`src/rtl/audio_pdm_receiver.sv`:
```
// Stereo PDM microphone receiver: generates the PDM bit clock, de-multiplexes
// left/right bits and decimates each channel with an order-2 CIC to 32-bit PCM.
module audio_pdm_receiver #(
  parameter int CKDIV    = 4,
  parameter int DEC_LOG2 = 6
) (
  input  logic        clk,
  input  logic        rstn,
  input  logic        en,
  output logic        ock,
  input  logic        sdi,
  output logic [31:0] dout_l,
  output logic [31:0] dout_r,
  output logic        dout_vld,
  input  logic        dout_rdy,
  output logic        ovf
);

  // Integrator width covers the full CIC gain R^2 plus sign.
  localparam int IW = 2 * DEC_LOG2 + 2;
  localparam logic [7:0]          DIV_LAST = 8'(CKDIV - 1);
  localparam logic [DEC_LOG2-1:0] CNT_LAST = '1;
  localparam logic [31:0]         PCM_MID  = 32'h8000_0000;

  typedef struct packed {
    logic [IW-1:0] i1;  // first integrator
    logic [IW-1:0] i2;  // second integrator
    logic [IW-1:0] z1;  // comb-1 delay (previous i2 at decimation)
    logic [IW-1:0] z2;  // comb-2 delay (previous comb-1 output)
  } cic_t;

  logic [7:0]          div_cnt;
  logic                sdi_s1, sdi_s2;
  logic [DEC_LOG2-1:0] bit_cnt;
  logic [1:0]          settle;
  logic                dec_stb;
  cic_t                ch_l, ch_r;

  logic                div_wrap, smp_l, smp_r, out_evt;
  logic [IW-1:0]       x, c1_l, c1_r, y_l, y_r;

  assign div_wrap = en && (div_cnt == DIV_LAST);
  assign smp_l    = div_wrap && ock;
  assign smp_r    = div_wrap && !ock;
  assign x        = sdi_s2 ? IW'(1) : {IW{1'b1}};

  assign c1_l = ch_l.i2 - ch_l.z1;
  assign c1_r = ch_r.i2 - ch_r.z1;
  assign y_l  = c1_l - ch_l.z2;
  assign y_r  = c1_r - ch_r.z2;

  assign out_evt = dec_stb && (settle == 2'd2);

  function automatic logic [31:0] to_pcm(input logic [IW-1:0] y);
    return PCM_MID + ({{(32 - IW){y[IW-1]}}, y} << (32 - IW));
  endfunction

  // NOTE: every register here uses <= so all flops see pre-edge values; a
  // blocking write would let i2 pick up the freshly updated i1 in the same edge.
  always_ff @(posedge clk or negedge rstn) begin
    if (!rstn) begin
      sdi_s1 <= 1'b0;
      sdi_s2 <= 1'b0;
    end else begin
      sdi_s1 <= sdi;
      sdi_s2 <= sdi_s1;
    end
  end

  always_ff @(posedge clk or negedge rstn) begin
    if (!rstn) begin
      div_cnt <= '0;
      ock     <= 1'b0;
      bit_cnt <= '0;
      settle  <= '0;
      dec_stb <= 1'b0;
      ch_l    <= '0;
      ch_r    <= '0;
    end else if (!en) begin
      div_cnt <= '0;
      ock     <= 1'b0;
      bit_cnt <= '0;
      settle  <= '0;
      dec_stb <= 1'b0;
      ch_l    <= '0;
      ch_r    <= '0;
    end else begin
      if (div_wrap) begin
        div_cnt <= '0;
        ock     <= ~ock;
      end else begin
        div_cnt <= div_cnt + 8'd1;
      end

      if (smp_l) begin
        ch_l.i1 <= ch_l.i1 + x;
        ch_l.i2 <= ch_l.i2 + ch_l.i1;
      end
      if (smp_r) begin
        ch_r.i1 <= ch_r.i1 + x;
        ch_r.i2 <= ch_r.i2 + ch_r.i1;
        bit_cnt <= bit_cnt + 1'b1;
      end

      dec_stb <= smp_r && (bit_cnt == CNT_LAST);

      if (dec_stb) begin
        ch_l.z1 <= ch_l.i2;
        ch_l.z2 <= c1_l;
        ch_r.z1 <= ch_r.i2;
        ch_r.z2 <= c1_r;
        if (settle != 2'd2) settle <= settle + 2'd1;
      end
    end
  end

  // Output stage holds its state while disabled; only reset clears ovf.
  always_ff @(posedge clk or negedge rstn) begin
    if (!rstn) begin
      dout_l   <= PCM_MID;
      dout_r   <= PCM_MID;
      dout_vld <= 1'b0;
      ovf      <= 1'b0;
    end else if (en) begin
      if (out_evt) begin
        dout_l   <= to_pcm(y_l);
        dout_r   <= to_pcm(y_r);
        dout_vld <= 1'b1;
        if (dout_vld && !dout_rdy) ovf <= 1'b1;
      end else if (dout_vld && dout_rdy) begin
        dout_vld <= 1'b0;
      end
    end
  end

endmodule

```
`config.mk`:
```
export PLATFORM = sky130hd
export DESIGN_NAME = audio_pdm_receiver
export DESIGN_NICKNAME = d
export VERILOG_FILES = /design/src/rtl/audio_pdm_receiver.sv
export SDC_FILE = /design/constraint.sdc
export NUM_CORES = 1
export LEC_CHECK = 0
export CORE_ASPECT_RATIO = 0.6
export CORE_MARGIN = 2
export CORE_UTILIZATION = 61
export CTS_CLUSTER_SIZE = 40
export DETAILED_ROUTE_END_ITERATION = 8
export PLACE_DENSITY = 0.82
export SKIP_CTS_REPAIR_TIMING = 1
export SLEW_MARGIN = 15
export SYNTH_ARGS = -nofsm -noshare
export SYNTH_HDL_FRONTEND = slang
export SYNTH_SLANG_ARGS = --single-unit
```
`constraint.sdc`:
```
create_clock -name clk -period 4.41 [get_ports clk]
set_clock_uncertainty 0.05 [all_clocks]
set_input_delay 1.323 -clock clk [delete_from_list [all_inputs] [get_ports clk]]
set_output_delay 1.323 -clock clk [all_outputs]
set_load 0.005 [all_outputs]
```
# Yosys cells after proc, flatten, opt, wreduce, memory -nomap -nowiden
# Index checks and enable logic that the tools add are counted.
# op_classes
n_shift	0
muxes	19
mul	0
n_eq_ne	9
order_cmp	0
n_reduce_logical	14
bitwise_logic	1
div_mod_pow	0
add_sub_neg	13
# ops
cell	count
$mux 28	4
$mux 56	2
$add 32x32->32 const A	2
$add 14x14->14	4
$sub 14x14->14	4
$mux 8	2
$mux 14	1
$mux 6	2
$ne 2x1->1 const B	5
$add 8x1->8 const B	1
$eq 8x2->1 const B	1
$logic_and 1x1->1	7
$add 6x1->6 const B	1
$eq 6x6->1 const B	1
$mux 2	3
$reduce_and 2->1	3
$mux 1	5
$reduce_and 3->1	1
$add 2x1->2 const B	1
$eq 2x2->1 const B	1
$logic_not 1->1	2
$ne 2x2->1 const B	1
$reduce_bool 2->1	1
$not 1->1	1
# totals
mem_count	0
latchBits	0
regBits	198
output_inout_bits	67
inputBits	5
elab_cells	75
ramBits	0
mem_bits_ro	0

# Logic depth before layout (Yosys ltp)
# depth
ltp_word	5
depth_mapped	18
ltp_nobuf	17

# Worst setup path before layout
# No wires, ideal clock.
# synth_path
path_kind	register to register
from	register ch_l[28] (netlist bit)
to	register dout_l[31]
setup_time_ns	0.082
setup_slack_ns	0.729
stages_incl_launch_ff	19
arrival_time_ns	3.549
period_less_slack_ns	3.681
n_path_buf	1
t_required_ns	4.278
cell_sequence	dfrtp_1 > inv_1 > ha_1 > fa_1 > nor2b_1 > o21a_1 > o21a_1 > o21ai_0 > nand2_1 > a31oi_1 > xnor2_1 > ha_1 > clkbuf_1 > a21o_1 > a21oi_1 > nor2_1 > a311oi_1 > xnor3_1 > mux2_2
# synth_between
elab_chain_len	3
# synth_rtl
item	line	source
start, declared	37	cic_t ch_l, ch_r;
$sub 14x14->14	47	assign c1_l = ch_l.i2 - ch_l.z1;
$sub 14x14->14	49	assign y_l = c1_l - ch_l.z2;
$add 32x32->32	55	return PCM_MID + ({{(32 - IW){y[IW-1]}}, y} << (32 - IW));
end signal, assigned	126	dout_l <= to_pcm(y_l);
end, declared	12	output logic [31:0] dout_l,
# Every way passes these cells.
# A chain may end at the register's enable or synchronous reset.

# Worst setup path in the final report
# Same ends and word-level chain as after synthesis.

==> metrics.md <==
| Metric | Value |
|---|---|
| YS warnings | `0` |
| Netlist cell types | `69` |
| Vias per std cell | `5.86` |
| Critical path, cell by cell | `inv_1 -> ha_1 -> fa_1 -> nor2b_1 -> o21a_1 -> o21a_1 -> o21ai_1 -> nand2_1 -> a31oi_1 -> xnor2_1 -> ha_1 -> a21o_1 -> a21oi_1 -> nor2_1 -> a311oi_1 -> xnor3_1 -> mux2_2` |
| Final Instance Area | `12700 µm²` |
| Asr flop ratio synth | `1.00` |
| Share of cells above drive strength 1 | `0.0469` |
| CP Data Required Time | `4.73 ns` |
| Sink Count | `162` |
| Clk_lat worst skew | `0.44 ns` |
| Worst Setup SP | `ch_l[28]$_DFFE_PN0P_` |
| R2R Path Start | `ch_l[28]$_DFFE_PN0P_` |
| Initial antenna violation count | `0` |
| Critical path's slowest cell | `dfrtp_1` |
| Worst Tran Pin Value | `0.945 ns` |
| Core ar. | `18900 µm²` |
| Endpoint of the worst register-to-register path | `dout_l[31]$_DFFE_PN1P_` |
| Max FO, Critical Path | `8` |
| Design Power | `between 3 and 4 mW` |
| Final-report setup violation count | `0` |
| MaxCap Viol Count | `0` |
| Die Height | `111 µm` |
| # fillers | `1507` |
| Crit Path Category | `reg -> reg` |
| Congestion Overflow GR | `0` |
| Layout net count | `~1500` |
| Cells after synthesis | `1335` |
| Crit path DAT | `~4.4 ns` |
| Total number of vias | `9444` |
| Area of placed instances | `12100 µm²` |
| Top_reg_cell synth | `dfrtp_1` |
| Clock Path Buffers | `2` |
| #FFs+latches synth | `162` |
| Fmax | `247 MHz` |
| Hold Path Depth | `0` |
| Starting Density | `0.619` |
| Synth top area share | `0.342` |
| Hold worst-path end | `sdi_s2$_DFF_PN0_` |
| Drt total wl | `between 20000 and 30000 µm` |
| Worst Hold Launch | `sdi_s1$_DFF_PN0_` |
| Largest net degree at the start of global routing | `91` |
| R2R depth | `17` |
| Fin worst setup slack | `0.358 ns` |
| Die Wd | `around 180 µm` |
| Final hold viol count | `0` |
| Slew HR | `0.362` |
| Mapped Area | `11700 µm²` |
| PortBufs | `35` |
| Layout area overhead | `8.59%` |
| Initial DRC Count | `between 500 and 600` |
| Pwr Density | `277 nW/µm²` |
| Most frequent cells in the layout | `159 x dfrtp_1, 121 x nor2_1, 120 x nand2_1` |
| Outcome | `completed` |
| Max incr delay on CP | `0.40 ns` |
| Commonest non-fill, non-tap cell in the layout | `dfrtp_1` |
| Area leader, netlist | `dfrtp_1` |
| TritonRoute pass-1 iters | `5` |
| Routed wire per std cell | `15.7 µm` |
| Critical Path Source Type | `register` |
| Vias in the first global route | `just over 9000` |
| Minimum clock period after layout | `4.05 ns` |
| Sum Neg Setup Slack | `0 ns` |
| # diodes | `0` |
| Antenna-violating nets left | `0` |
| DR DRC count | `0` |
| Worst slack at placement | `0.452 ns` |
| Min-Delay Path Class | `reg -> reg` |
| Number of flops mapped to enable cells by yosys | `0` |
| I/O pin count | `72` |
| Register area share after synthesis | `0.346` |
| H-tree depth | `4` |
| RSZ-0062 raised after global routing | `no` |
| LEAKAGE | `around 5.8 nW` |
| Tcrit/Tclk final | `0.919` |
| First-pass GRT wire length | `43300 µm` |
| Global Route Usage Sum | `0.259` |
| Ranking of synthesized cells by area | `dfrtp_1 34%, ha_1 11%, mux2i_1 4.4%` |
| Mean Syn Cell Area | `8.78 µm²` |
| Max Transition Viols Final | `0` |
| RePlAce Congestion | `roughly 0.9` |
| Clock slew at reported path FFs | `0.07 ns` |
| Die ar. | `between 20000 and 25000 µm²` |
| Hpwl dp | `approximately 18000 µm` |
| Reg2Reg Setup Slack | `about 0.36 ns` |
| Max IR drop VDD | `0.000319 V` |
| Crit. End Element | `register` |
| Num rows | `39` |
| CTS Root Cell | `clkbuf_16` |
| CTS Buf Count | `17` |
| CTS tree | `yes` |
layout make-up:
type                       count  area, µm²  share of cell area
timing repair buffer          48        457              0.0359
clock inverter                 8        103             0.00806
multi-input combinational   1036       6990               0.549
tap                          246        308              0.0242
sequential                   162       4060               0.319
inverter                      87        328              0.0258
clock buffer                  24        482              0.0378
worst max-delay path: cells and delay by family, from the launching register on:
family	cells	cell delay, ns
simple gates	3	0.26
xor+xnor	2	0.43
mux	1	0.27
compound gates	7	1.75
flops	1	0.40
fa+ha+maj	3	0.74
buf+inv	1	0.07
cell usage after synthesis (4+ instances only):
library cell  count
nor2_1          121
buf_4            37
o2111ai_1         5
or3_1            13
and3_1            8
or4_1             8
fa_1              8
a211oi_1         15
o311ai_0          4
o31ai_1           9
nor3b_1           6
nor2b_1          12
o31a_1            4
o211ai_1          8
buf_1             7
o21a_1           28
xor2_1           26
xnor2_1          45
nand3b_1         11
o21ai_0          84
and2_1            7
o221ai_1          5
nor4_1            6
nor3_1           25
nand3_1          42
nand2_1         120
mux2i_1          51
a21o_1           29
nand4_1           9
o21bai_1          9
dfrtp_1         160
a21boi_0          8
ha_1            105
inv_1            87
nand2b_1         23
a21oi_1          96
buf_2             6
a31oi_1          10
a31o_2            6
clkbuf_1         33
cell families (layout without fill, tap and decap cells):
| group | after synthesis | count (layout) | synth area share |
|---|---|---|---|
| compound gates | 335 | 335 | 0.179 |
| xor+xnor | 73 | 73 | 0.0570 |
| fa+ha+maj | 113 | 113 | 0.126 |
| buf+inv | 172 | 167 | 0.0691 |
| flops | 162 | 162 | 0.346 |
| mux | 52 | 52 | 0.0445 |
| other cells | 1 | 36 | 0.000320 |
| simple gates | 427 | 427 | 0.178 |
metal layers:
metal	vias up	wire (µm)	global-route usage	part of all wire
li1	4679	-	-	-
met1	4528	12200	0.372	0.48
met2	197	11600	0.402	0.46
met3	40	1140	0.0517	0.045
met4	0	329	0.0699	0.013
met5	-	0	0	0
report_power, final:
part / switching, mW / internal [mW] / total, mW / leakage [nW]
Clock: 0.616 / 0.879 / 1.49 / 0.280
Sequential: 0.0219 / 1.50 / 1.52 / 2.24
Combinational: 0.304 / 0.205 / 0.509 / 3.24
Total: 0.942 / 2.59 / 3.53 / 5.76
sequential cells by signal, summed over array words and instances (netlist names):
name      cells
dout_l       14
sdi_s1        1
ovf           1
dout_vld      1
dout_r       14
dec_stb       1
ch_r         56
sdi_s2        1
ock           1
div_cnt       8
settle        2
bit_cnt       6
ch_l         56
stage by stage:
step           cells  hold slack [ns]  utilization
2_1_floorplan   1370            0.281            -
3_3_place_gp    1579            0.283        0.641
3_5_place_dp    1579            0.298        0.641
4_1_cts         1611            0.313        0.672
5_1_grt         1611            0.313        0.672
6_report        1611            0.308        0.672
worst max path at each step:
stage	endpoint
3_5_place_dp	dout_l[31]$_DFFE_PN1P_
6_report	dout_l[31]$_DFFE_PN1P_
5_1_grt	dout_l[31]$_DFFE_PN1P_
3_3_place_gp	dout_l[31]$_DFFE_PN1P_
4_1_cts	dout_l[31]$_DFFE_PN1P_
2_1_floorplan	dout_l[31]$_DFFE_PN1P_
No activity file was read; power rests on OpenSTA's default activity.
